--- src/rtl/led_pattern_gen.sv ---
// led_pattern_gen: run-time selectable LED pattern driver
// with tick/step prescalers and a breathe PWM.
module led_pattern_gen #(
  parameter int CLK_HZ   = 12000000,
  parameter int BLINK_HZ = 2,
  parameter int STEP_HZ  = 512,
  parameter int NUM_LEDS = 8,
  parameter int PWM_BITS = 8
) (
  input  logic                CLK,
  input  logic                RST,
  input  logic                EN,
  input  logic [2:0]          MODE,
  output logic [NUM_LEDS-1:0] LEDS,
  output logic                TICK
);

  localparam int TICK_DIV = CLK_HZ / (2 * BLINK_HZ);
  localparam int STEP_DIV = CLK_HZ / STEP_HZ;
  localparam int TW = $clog2(TICK_DIV + 1);
  localparam int SW = $clog2(STEP_DIV + 1);
  localparam int PW = $clog2(NUM_LEDS);

  localparam logic [TW-1:0] TICK_LAST = TW'(TICK_DIV - 1);
  localparam logic [SW-1:0] STEP_LAST = SW'(STEP_DIV - 1);
  localparam logic [PW-1:0] POS_LAST  = PW'(NUM_LEDS - 1);
  localparam logic [PW-1:0] POS_PEN   = PW'(NUM_LEDS - 2);
  localparam logic [PWM_BITS-1:0] DUTY_MAX = '1;

  typedef enum logic [2:0] {
    M_OFF     = 3'd0,
    M_ON      = 3'd1,
    M_BLINK   = 3'd2,
    M_CHASE   = 3'd3,
    M_BOUNCE  = 3'd4,
    M_BREATHE = 3'd5,
    M_COUNT   = 3'd6,
    M_RSVD    = 3'd7
  } mode_t;

  mode_t               mode_q;
  logic [TW-1:0]       tick_cnt;
  logic [SW-1:0]       step_cnt;
  logic [PWM_BITS-1:0] pwm_cnt;
  logic [PWM_BITS-1:0] duty;
  logic                blink;
  logic [PW-1:0]       pos;
  logic                down;
  logic [NUM_LEDS-1:0] count;
  logic [NUM_LEDS-1:0] led_nxt;
  logic                mode_chg;
  logic                tick;
  logic                step;

  // A mode change wins over a coincident tick or step.
  assign mode_chg = (MODE != mode_q);
  assign tick = EN & ~mode_chg & (tick_cnt == TICK_LAST);
  assign step = EN & ~mode_chg & (step_cnt == STEP_LAST);

  always_comb begin
    led_nxt = '0;
    unique case (mode_q)
      M_ON:              led_nxt = '1;
      M_BLINK:           led_nxt = {NUM_LEDS{blink}};
      M_CHASE, M_BOUNCE: led_nxt[pos] = 1'b1;
      M_BREATHE:         led_nxt = {NUM_LEDS{pwm_cnt < duty}};
      M_COUNT:           led_nxt = count;
      default:           led_nxt = '0;
    endcase
  end

  always_ff @(posedge CLK or posedge RST) begin
    if (RST) begin
      mode_q   <= M_OFF;
      tick_cnt <= '0;
      step_cnt <= '0;
      pwm_cnt  <= '0;
      duty     <= '0;
      blink    <= 1'b0;
      pos      <= '0;
      down     <= 1'b0;
      count    <= '0;
      LEDS     <= '0;
      TICK     <= 1'b0;
    end else begin
      TICK <= tick;
      if (EN) begin
        pwm_cnt <= pwm_cnt + PWM_BITS'(1);
        LEDS    <= led_nxt;
      end
      if (mode_chg) begin
        mode_q   <= mode_t'(MODE);
        tick_cnt <= '0;
        step_cnt <= '0;
        blink    <= 1'b0;
        pos      <= '0;
        down     <= 1'b0;
        duty     <= '0;
        count    <= '0;
      end else if (EN) begin
        tick_cnt <= (tick_cnt == TICK_LAST) ? '0 : tick_cnt + TW'(1);
        step_cnt <= (step_cnt == STEP_LAST) ? '0 : step_cnt + SW'(1);
        if (tick) begin
          case (mode_q)
            M_BLINK: blink <= ~blink;
            M_CHASE: pos <= (pos == POS_LAST) ? '0 : pos + PW'(1);
            M_BOUNCE: begin
              // Turn at the ends so each endpoint shows for one tick.
              if (down) begin
                pos <= pos - PW'(1);
                if (pos == PW'(1)) down <= 1'b0;
              end else begin
                pos <= pos + PW'(1);
                if (pos == POS_PEN) down <= 1'b1;
              end
            end
            M_COUNT: count <= count + NUM_LEDS'(1);
            default: ;
          endcase
        end
        if (step && (mode_q == M_BREATHE)) begin
          if (down) begin
            duty <= duty - PWM_BITS'(1);
            if (duty == PWM_BITS'(1)) down <= 1'b0;
          end else begin
            duty <= duty + PWM_BITS'(1);
            if (duty == DUTY_MAX - PWM_BITS'(1)) down <= 1'b1;
          end
        end
      end
    end
  end

endmodule

--- config.mk ---
export PLATFORM = sky130hd
export DESIGN_NAME = led_pattern_gen
export DESIGN_NICKNAME = d
export VERILOG_FILES = /design/src/rtl/led_pattern_gen.sv
export SDC_FILE = /design/constraint.sdc
export NUM_CORES = 1
export LEC_CHECK = 0
export ABC_AREA = 1
export CAP_MARGIN = 15
export CORE_MARGIN = 2
export CORE_UTILIZATION = 50
export CTS_CLUSTER_SIZE = 8
export DETAILED_ROUTE_END_ITERATION = 8
export PLACE_DENSITY = 0.69
export SYNTH_ARGS = -nofsm -noshare
export SYNTH_HDL_FRONTEND = slang
export SYNTH_SLANG_ARGS = --single-unit
--- constraint.sdc ---
create_clock -name CLK -period 2.6 [get_ports CLK]
set_clock_uncertainty 0.15 [all_clocks]
set_input_delay 0.39 -clock CLK [delete_from_list [all_inputs] [get_ports CLK]]
set_output_delay 0.39 -clock CLK [all_outputs]
set_load 0.01 [all_outputs]
==> flow_summary.yaml <==
critical_path:
  critical_path_class: "flop to flop"
  start_kind: "flop"
  reg2reg_from: "tick_cnt[0]"
  endpoint_kind: "flop"
  r2r_end: "tick_cnt[21]"
  crit_required_ps: 2670
  rrSetupSlack_ps: 390
  path_max_fanout: 13
  crit_arrival_ps: 2280
  ff2ff_path_depth: 8
clock_tree:
  cts_made_buffers: 9
  cts_hold_buf: 0
  cts.sinks: 78
  clockRootBuffer: "clkbuf_8"
  cts_setup_buffers: 0
  cts.clk_slew.worst_paths_ps: 80
  clockBufferDepth: 2
  h-tree-depth: 3
  ctsResizeCount: 0
  clk_latency_ps: 350
  cts_tree: "built"
sta:
  hold_viol_final: 0
  slew_headroom: 0.600
  worst_pin_slew_ps: 594
  rsz0062_at_grt: "false"
  finalCriticalPeriod_ps: 2210
  final-max-slew-violation-count: 0
  maxClockFrequency_mhz: 452
  setup_viol: 0
  whs_ps: 263
  tns_ps: 0
  fin_crit_sh: 0.852
floorplan:
  ioPinCount: 15
  start_util: 0.518
  die_w_um: 105
  dieHeight_um: 105
  core_um2: 9860
  rows: 36
  die_area_um2: 11000
synth:
  seq_area_frac_synth: 0.382
  synthesis.nets: 680
  synth_top_cell_by_area: "dfrtp_1"
  synthCells: 653
  ys_ff_latch: 78
  ys_warn_count: 0
  synth_edf_count: 0
  syn_area_um2: 5110
  async_flop_share: 1.00
  synth_most_common_cell: "nand2_1"
  synth_flop_cell: "dfrtp_1"
  postSynthAreaPerCell_um2: 7.83
  ys_top_cells_by_count: "nand2_1 (173), dfrtp_1 (78), inv_1 (69)"
  synth.top_cell.area_share: 0.382
  synth.top_cells.by_area: "dfrtp_1 (38%), nand2_1 (13%), nand3_1 (6.6%), ha_1 (5.1%), inv_1 (5.1%)"
  yosysUniqueCellTypes: 40
power_and_ir_drop:
  total_power_mw: 2.60
  p_per_area_nw_per_um2: 468
  p_sw_frac: 0.273
  p_switching_uw: 712
  pwr-share-seq: 0.521
  power_frac_clock: 0.345
  ir_drop_uv: 352
  p_comb_frac: 0.134
  leakage_nw: 2.58
  p_int_mw: 1.89
cells_and_area:
  syn2layout_area_growth_pct: 8.96
  drive_above_1_share: 0.108
  nNetsFinal: 698
  final_area_um2: 5570
  nFillCells: 922
  multi_input_area_um2: 2750
  ff_latch_area_um2: 1950
  n_antenna_cell: 0
global_route:
  grt_pass1_vias: 4102
  grt_pass1_wl_um: 19200
  grt-ovfl-total: 0
  grt_max_degree: 53
  grtUsageTotal: 0.211
  antenna_found_initial: 0
place:
  gp_congestion: 0.938
  port_buffers: 14
  hpwl_um: 8090
  placed_cell_area_um2: 5390
hold_path:
  min_path_type: "input port to async pin"
detailed_routing:
  drtAntennaViolNets: 0
  firstDrtPassIters: 4
  drc: 0
  via_per_inst: 5.28
  wl_per_cell_um: 13.7
  via_count: 4270
  drt-initial-drc-count: 183
  routed_wl_um: 11100
run_status:
  status: "finished, final reports clean"
run:
  drv_cap: 0
-- area by class of cell --
cell class	instances	share of cell area
inverters	82	0.0566
clock inverters	1	0.00539
multi-input cells	480	0.495
repair buffers	20	0.0355
flip-flops and latches	78	0.351
clock buffers	14	0.0274
well taps	133	0.0299
-- through the flow --
| step | worst slack (ps) | utilization | instances |
|---|---|---|---|
| after CTS | 376 | 0.564 | 808 |
| after global routing | 218 | 0.564 | 808 |
| after detailed placement | 229 | 0.546 | 793 |
| after floorplan | 65.0 | - | 653 |
| final | 386 | 0.564 | 808 |
| after global placement | 293 | 0.546 | 793 |
-- sequential cells by signal, summed over array words and instances (netlist names) --
name	flops
LEDS	8
blink	1
count	8
down	1
mode_q	3
step_cnt	15
pwm_cnt	8
duty	8
TICK	1
tick_cnt	22
pos	3
-- how the worst max path moves through the flow --
stage | slack [ps] | endpoint | cells after the start | from
floorplan | 60 | LEDS[0] | 1 | RST
global placement | 290 | step_cnt[11] | 9 | MODE[1]
detailed placement | 230 | step_cnt[11] | 9 | MODE[0]
CTS | 380 | tick_cnt[21] | 8 | tick_cnt[0]
global route | 220 | tick_cnt[17] | 8 | tick_cnt[0]
finish | 390 | tick_cnt[21] | 8 | tick_cnt[0]
-- logic make-up after synthesis --
family | after synthesis | synth area share
AOI/OAI and AO/OA | 79 | 0.110
xor gates and xnor gates | 39 | 0.0668
adders and majority gates | 21 | 0.0514
buffers and inverters | 95 | 0.0791
DFF | 78 | 0.382
muxes | 1 | 0.00196
and+or+nand+nor | 340 | 0.309
-- critical path, stage by stage, from the launching register on --
cell	delay (ps)
dfrtp_1	400
ha_1	220
nand3_2	170
nor2_1	170
nand2_2	120
o21ai_4	440
inv_2	210
nand3_1	130
o21ai_1	70
-- power groups by stage --
stage	Sequential (mW)	Combinational, mW	Clock (mW)
2_1_floorplan	1.37	0.252	0
3_3_place_gp	1.38	0.334	0
3_5_place_dp	1.38	0.351	0
4_1_cts	1.36	0.354	0.915
5_1_grt	1.37	0.399	0.975
6_report	1.36	0.348	0.898
-- metal layers --
metal	wire, um	vias up	global-route usage
li1	-	2164	-
met1	5200	2020	0.282
met5	0	-	0
met4	136	0	0.0648
met2	5350	75	0.355
met3	411	11	0.0287
-- layout by cell type (no fill, tap or decap), types with 2 or more instances in the layout --
| master | count |
|---|---|
| nor2_4 | 2 |
| o21ai_1 | 15 |
| nand3_2 | 2 |
| o211ai_1 | 2 |
| o21a_1 | 5 |
| ha_1 | 21 |
| o21ai_2 | 4 |
| nand2_1 | 173 |
| o21ai_0 | 23 |
| inv_4 | 2 |
| clkdlybuf4s50_1 | 14 |
| nand2_4 | 2 |
| inv_1 | 68 |
| clkbuf_1 | 4 |
| nand3_1 | 67 |
| or2_2 | 3 |
| nand2_2 | 3 |
| nor3_1 | 14 |
| nor4_1 | 3 |
| nand4_1 | 16 |
| o21bai_1 | 2 |
| xnor2_1 | 10 |
| nor2_1 | 42 |
| dfrtp_1 | 78 |
| nand3_4 | 2 |
| inv_2 | 10 |
| buf_4 | 5 |
| nor2_2 | 5 |
| clkbuf_8 | 10 |
| clkinv_2 | 2 |
| xor2_1 | 29 |
| nand3b_1 | 2 |
| nor2_8 | 2 |
| a21oi_1 | 11 |
| o22ai_2 | 14 |
Power figures use the tool's default switching activity.
